`src/rtl/decode_inst_queue_pkg.sv`:
```
// Shared fetch/decode types: instruction-queue entry layout, queue sizing
// and the branch predecode used by fetch to drive enq_is_branch.
package decode_inst_queue_pkg;

  typedef logic [31:0] virt_t;
  typedef logic [31:0] uint32_t;

  typedef struct packed {
    logic        valid;
    logic [4:0]  excode;
    logic        tlb_refill;
    logic        bd;
    logic [23:0] rsvd;
  } exception_t;

  typedef struct packed {
    virt_t      pc;
    uint32_t    inst;
    exception_t exception;
  } iq_entry_t;

  localparam int IQ_DEPTH       = 16;
  localparam int IQ_FETCH_WIDTH = 2;
  localparam int IQ_ISSUE_WIDTH = 2;
  localparam int IQ_ENTRY_W     = $bits(iq_entry_t);

  // True for MIPS32 branches/jumps that carry an architectural delay slot
  // (likely-branches are excluded: their slot is annulled, not paired).
  function automatic logic predecode_has_delay_slot(input uint32_t inst);
    logic [5:0] op;
    logic [5:0] funct;
    op    = inst[31:26];
    funct = inst[5:0];
    case (op)
      6'b000000: return (funct == 6'b001000) || (funct == 6'b001001);
      6'b000001: return inst[19:17] == 3'b000;
      6'b000010, 6'b000011, 6'b000100,
      6'b000101, 6'b000110, 6'b000111: return 1'b1;
      default:   return 1'b0;
    endcase
  endfunction

endpackage

```
`src/rtl/decode_inst_queue_issue_window.sv`:
```
// Issue window: limits issue to the entries present at the head and holds
// back a branch whose delay slot cannot issue in the same group.
module iq_issue_window
  import decode_inst_queue_pkg::*;
#(
  parameter int ISSUE_WIDTH     = IQ_ISSUE_WIDTH,
  parameter int OCC_W           = 5,
  parameter bit PAIR_DELAY_SLOT = 1'b1
) (
  input  logic [OCC_W-1:0]       i_occupancy,
  input  logic [ISSUE_WIDTH-1:0] i_is_branch,
  output logic [ISSUE_WIDTH-1:0] o_valid
);

  localparam int CW = $clog2(ISSUE_WIDTH + 1);

  logic [CW-1:0] w_avail;
  logic          w_stop;

  assign w_avail = (i_occupancy >= OCC_W'(ISSUE_WIDTH)) ? CW'(ISSUE_WIDTH)
                                                        : CW'(i_occupancy);

  // A branch is cut off together with everything after it, keeping the prefix.
  always_comb begin
    o_valid = '0;
    w_stop  = 1'b0;
    for (int i = 0; i < ISSUE_WIDTH; i++) begin
      if (!w_stop && (CW'(i) < w_avail)) begin
        if (PAIR_DELAY_SLOT && i_is_branch[i] && (CW'(i + 1) >= w_avail))
          w_stop = 1'b1;
        else
          o_valid[i] = 1'b1;
      end
    end
  end

endmodule

```
`src/rtl/decode_inst_queue.sv`:
```
// Fetch-to-decode instruction queue: multi-lane circular buffer with
// in-order multi-issue and branch/delay-slot pairing.
module decode_inst_queue
  import decode_inst_queue_pkg::*;
#(
  parameter int DEPTH           = IQ_DEPTH,
  parameter int FETCH_WIDTH     = IQ_FETCH_WIDTH,
  parameter int ISSUE_WIDTH     = IQ_ISSUE_WIDTH,
  parameter int ENTRY_W         = IQ_ENTRY_W,
  parameter bit PAIR_DELAY_SLOT = 1'b1
) (
  input  logic                             clk,
  input  logic                             reset,
  input  logic                             flush,
  input  logic [FETCH_WIDTH-1:0]           enq_valid,
  input  logic [FETCH_WIDTH*ENTRY_W-1:0]   enq_data,
  input  logic [FETCH_WIDTH-1:0]           enq_is_branch,
  output logic                             enq_ready,
  output logic [ISSUE_WIDTH-1:0]           deq_valid,
  output logic [ISSUE_WIDTH*ENTRY_W-1:0]   deq_data,
  output logic [ISSUE_WIDTH-1:0]           deq_is_branch,
  input  logic [$clog2(ISSUE_WIDTH+1)-1:0] deq_accept,
  output logic [$clog2(DEPTH):0]           occupancy
);

  localparam int AW = $clog2(DEPTH);
  localparam int PW = AW + 1;
  localparam int NW = $clog2(FETCH_WIDTH + 1);

  // Pointers carry a wrap bit above the slot index.
  logic [PW-1:0]      r_head;
  logic [PW-1:0]      r_tail;
  logic [ENTRY_W-1:0] r_mem [DEPTH];
  logic [DEPTH-1:0]   r_br;

  logic [PW-1:0]              w_occ;
  logic [PW:0]                w_free;
  logic [NW-1:0]              w_enq_n;
  logic                       w_enq_fire;
  logic [ISSUE_WIDTH*ENTRY_W-1:0] w_rd_data;
  logic [ISSUE_WIDTH-1:0]     w_rd_br;

  assign w_occ      = r_tail - r_head;
  assign w_free     = (PW+1)'(DEPTH) - {1'b0, w_occ};
  // Readiness ignores space freed by this cycle's dequeue to stay off the decode path.
  assign enq_ready  = w_free >= (PW+1)'(FETCH_WIDTH);
  assign w_enq_fire = enq_ready && enq_valid[0] && !flush;
  assign occupancy  = w_occ;

  always_comb begin
    w_enq_n = '0;
    for (int i = 0; i < FETCH_WIDTH; i++)
      w_enq_n = w_enq_n + NW'(enq_valid[i]);
  end

  // ---- write side: lanes land at tail+i modulo DEPTH ----
  always_ff @(posedge clk) begin
    if (w_enq_fire) begin
      for (int i = 0; i < FETCH_WIDTH; i++) begin
        if (enq_valid[i]) begin
          r_mem[AW'(r_tail + PW'(i))] <= enq_data[i*ENTRY_W +: ENTRY_W];
          r_br[AW'(r_tail + PW'(i))]  <= enq_is_branch[i];
        end
      end
    end
  end

  always_ff @(posedge clk) begin
    if (reset || flush) begin
      r_head <= '0;
      r_tail <= '0;
    end else begin
      r_head <= r_head + PW'(deq_accept);
      if (w_enq_fire)
        r_tail <= r_tail + PW'(w_enq_n);
    end
  end

  // ---- read side: head..head+ISSUE_WIDTH-1, straddling the wrap per lane ----
  always_comb begin
    w_rd_data = '0;
    w_rd_br   = '0;
    for (int i = 0; i < ISSUE_WIDTH; i++) begin
      w_rd_data[i*ENTRY_W +: ENTRY_W] = r_mem[AW'(r_head + PW'(i))];
      w_rd_br[i]                      = r_br[AW'(r_head + PW'(i))];
    end
  end

  assign deq_data      = w_rd_data;
  assign deq_is_branch = w_rd_br;

  iq_issue_window #(
    .ISSUE_WIDTH     (ISSUE_WIDTH),
    .OCC_W           (PW),
    .PAIR_DELAY_SLOT (PAIR_DELAY_SLOT)
  ) u_window (
    .i_occupancy (w_occ),
    .i_is_branch (w_rd_br),
    .o_valid     (deq_valid)
  );

endmodule

```
`config.mk`:
```
export PLATFORM = sky130hd
export DESIGN_NAME = decode_inst_queue
export DESIGN_NICKNAME = d
export VERILOG_FILES = /design/src/rtl/decode_inst_queue_pkg.sv /design/src/rtl/decode_inst_queue_issue_window.sv /design/src/rtl/decode_inst_queue.sv
export SDC_FILE = /design/constraint.sdc
export NUM_CORES = 2
export LEC_CHECK = 0
export BUFFER_PORTS_ARGS = -buffer_cell sky130_fd_sc_hd__buf_2
export CAP_MARGIN = 0
export CORE_UTILIZATION = 55
export CTS_CLUSTER_DIAMETER = 50
export DETAILED_ROUTE_END_ITERATION = 8
export GPL_TIMING_DRIVEN = 0
export PLACE_DENSITY_LB_ADDON = 0.3
export SLEW_MARGIN = 10
export SYNTH_ARGS = -nofsm -noshare
export SYNTH_HDL_FRONTEND = slang
export SYNTH_HIERARCHICAL = 1
export SYNTH_SLANG_ARGS = --single-unit
```
`constraint.sdc`:
```
create_clock -name clk -period 12.4 [get_ports clk]
set_clock_uncertainty 0.05 [all_clocks]
set_input_delay 0 -clock clk [delete_from_list [all_inputs] [get_ports clk]]
set_output_delay 0 -clock clk [all_outputs]
set_load 0.02 [all_outputs]
```
==> results.txt <==
The count of boundary I/O pins is 403. For this run, the number of Yosys warnings is 6. The total via count after detailed routing is 64164, and the clock edge transition at the registers on the reported setup and hold paths is 0.06 ns. STA puts the critical path data required time at 12.96 ns.

Type of the worst setup path: reg2reg. The first TritonRoute pass finished after 6 iterations. The placed instances occupy a cell area of 98200 um^2. The logs give 0.556 for the effective utilization at floorplan and 6787 for the layout net count. The run finished with clean final reports.

Number of buffers added by the clock tree synthesis step: 183. The combined flip-flop and latch cell area came out at 46800 um^2. The tool flagged a number of max-cap violations equal to 0. The final clock period utilization by the worst path came out at 0.641. Of all nets on the critical path, the largest fanout is 13. At the later pin of the worst-skew pair, clock insertion delay measures 0.87 ns. The worst setup path is captured at a flip-flop. The run gives 0.126 GHz as the fmax. The tightest min-delay check is of the in2reg type.

The tools report the global-route usage over all layers as 0.391. Residual overflow from global routing: 0. The analysis attributes to cell leakage a power of 36.0 nW.

TritonCTS built the clock tree. STA classifies the critical path startpoint as a flip-flop. The count of clock tree sinks is 1562. The first global-routing pass estimated 460000 um of wire.

The overall routed net length came out at 330000 um. The final number of max-transition violations came out at 0. The run gives 10711 as the DRC marker count from the first detailed-route iteration.

The run gives 11247 as the fill cell total of the finished layout. Routability-driven placement finished with a final weighted congestion of 0.919. Setup repair after global routing left no endpoint under its margin. The run gives 5431 as the cell count after synthesis.

The library cell used most frequently in the layout, excluding fill and tap cells, is sky130_fd_sc_hd__edfxtp_1. Cell area power density: 122 nW/um^2. Once layout is done, the placed cells without fillers occupy 108000 um^2. At the pin with the least slew margin, the transition time is 1.41 ns. The post-detailed-route DRC marker count is 0, and the detailed-placement wirelength estimate is 220000 um. The worst hold path passes through 3 cells. The path with the worst hold slack has its endpoint at r_mem[3][32]. Setup slack on the worst reg-to-reg path comes out at 4.45 ns. The floorplan step set the die height to 409 um.

The logs give 0.515 for the portion of the post-synthesis area used by sequential elements and 64127 for the via count of the first global-routing pass. The clock period could shrink to 7.95 ns. The area growth from synthesis to layout is 18.8%. The synthesized net count was 5645. The startpoint identified for the worst hold timing path is enq_data[32].

Data on the critical path arrives at its endpoint at 8.51 ns. The proportion of layout cells with a drive suffix above 1 works out to 0.499. The library cells used most frequently in the layout, excluding fill and tap cells, are sky130_fd_sc_hd__edfxtp_1, sky130_fd_sc_hd__mux2_2, sky130_fd_sc_hd__mux4_2, sky130_fd_sc_hd__buf_2, sky130_fd_sc_hd__nand2_1.

The worst-case IR drop observed on VDD is 0.164 mV. The count of different cell masters after synthesis was 51. The total number of H-tree levels is 4, and the multi-input logic area is 41400 um^2. The tools report the quantity of gates resized following cts as 0. The pin count of the biggest net entering global routing is 20, and the final setup TNS is 0 ns.

After floorplanning, the core was sized to cover 164000 um^2. Number of hold violations in the final report: 0. Once detail routing completed, the nets flagged for antenna violations numbered 0. Counting cells, the worst reg-to-reg path comes to 14. The post-detailed-route via-to-cell ratio was 7.19. The tools report the final setup violation count as 0. The register bit count reported by yosys works out to 1562. Post-synthesis cell area: 90900 um^2. Dividing the synthesized area by the synthesized cell count gives 16.7 um^2. The logs give 42 for the initial antenna violation count and 3 for the maximum number of buffers from clock root to sink. CTS placed an instance of sky130_fd_sc_hd__clkbuf_16 at the clock tree root. In this run the worst setup path begins at r_head[2]. In this run the critical register-to-register path is captured at r_mem[6][76]. The detail-routed net length per standard cell was 36.9 um. The floorplan has 148 rows.

The run gives 0.0574 as the relative max-transition margin. The origin of the critical flop-to-flop path is r_head[2]. The tools report the total die area as 167000 um^2.

The number of input and output port buffers inserted is 399. The die is 409 um wide.
==> cells by family after synthesis <==
| group | synth area share |
|---|---|
| and+or+nand+nor | 0.0297 |
| adders and majority gates | 0.00204 |
| muxes | 0.408 |
| buffers and inverters | 0.0321 |
| AOI/OAI and AO/OA | 0.0123 |
| DFF | 0.515 |
| xor gates and xnor gates | 0.000853 |
==> metrics by stage <==
step                      worst slack [ns]  instances  utilization  hold WS, ns  power (W)
final                                 4.45       8927        0.661       0.0230     0.0132
after global routing                  4.56       8913        0.661       0.0296     0.0134
after CTS                             4.96       8899        0.660     0.000164     0.0131
after detailed placement              5.14       8190        0.601        0.325    0.00765
after global placement              -17.87       8005        0.585        0.318    0.00762
after floorplan                     -0.731       5431            -        0.121    0.00704
==> report_power, final <==
group | leakage, nW | internal (W) | switching (W)
sequential | 14.1 | 0.00585 | 0.0000224
combinational | 19.0 | 0.000802 | 0.00103
clock | 2.89 | 0.00312 | 0.00236
total | 36.0 | 0.00977 | 0.00341
==> timing repair <==
item | CTS | global route
hold buffers | 372 | 0
hold endpoints to repair | 1565 | 0
setup buffers | 0 | 0
==> per-layer routing <==
layer,global-route usage,routed length [um],part of all wire
met5,0,189,0.00057
met4,0.215,21500,0.065
met3,0.130,48400,0.15
met2,0.588,148000,0.45
met1,0.503,112000,0.34
==> worst max-delay path by stage <==
stage | end | slack, ns | depth (start not counted)
floorplan | r_mem[3][0] | -0.73 | 13
global placement | r_mem[1][71] | -17.87 | 12
detailed placement | r_mem[5][70] | 5.14 | 19
CTS | r_mem[6][76] | 4.96 | 14
global route | r_mem[6][76] | 4.56 | 15
finish | r_mem[6][76] | 4.45 | 14
==> cell usage after synthesis, drive strengths merged <==
cell type	number	area (um^2)
a2111oi	3	82.6
a211oi	2	25.0
a21o	2	15.0
a21oi	32	164
a31oi	97	607
a41oi	5	81.3
and2	4	25.0
and3	97	607
and3b	2	17.5
buf	262	1480
clkbuf	366	1370
clkinv	1	3.75
dfxtp	10	200
edfxtp	1552	46600
fa	3	60.1
ha	10	125
inv	16	60.1
mux2	1538	17300
mux2i	16	160
mux4	873	19700
nand2	430	1620
nand2b	5	31.3
nand3	4	20.0
nand4	2	12.5
nor2	47	176
nor2b	1	6.26
nor3	9	45.0
nor4	8	56.3
nor4b	1	8.76
o2111ai	1	26.3
o211ai	7	82.6
o21a	1	7.51
o21ai	6	30.0
or2	4	25.0
or3	5	36.3
or4	1	7.51
xnor2	6	60.1
xor2	2	17.5
==> cell type report <==
class / count / area share
antenna: 27 / 0.000625
timing repair buffer: 957 / 0.0753
sequential: 1562 / 0.433
clock inverter: 123 / 0.0114
tap: 2175 / 0.0252
inverter: 17 / 0.000591
buffer: 628 / 0.0268
clock buffer: 214 / 0.0439
multi-input combinational: 3224 / 0.383
==> flip-flops by register name, indices dropped and copies added (netlist names) <==
name    count
r_mem    1536
r_head      5
r_tail      5
r_br       16
==> worst max-delay path: stages (launching register included) <==
cell and delay [ns]:
sky130_fd_sc_hd__dfxtp_1 0.31, sky130_fd_sc_hd__clkbuf_1 0.42, sky130_fd_sc_hd__buf_2 0.64, sky130_fd_sc_hd__buf_2 0.52
sky130_fd_sc_hd__inv_2 0.42, sky130_fd_sc_hd__clkbuf_1 0.54, sky130_fd_sc_hd__ha_1 0.52, sky130_fd_sc_hd__and3b_1 0.21
sky130_fd_sc_hd__o21ai_1 0.43, sky130_fd_sc_hd__o2111ai_4 0.34, sky130_fd_sc_hd__a41oi_2 1.12, sky130_fd_sc_hd__buf_2 0.61
sky130_fd_sc_hd__buf_2 0.55, sky130_fd_sc_hd__mux2_2 0.39, sky130_fd_sc_hd__dlygate4sd3_1 0.55
No activity file was read; power rests on OpenSTA's default activity.
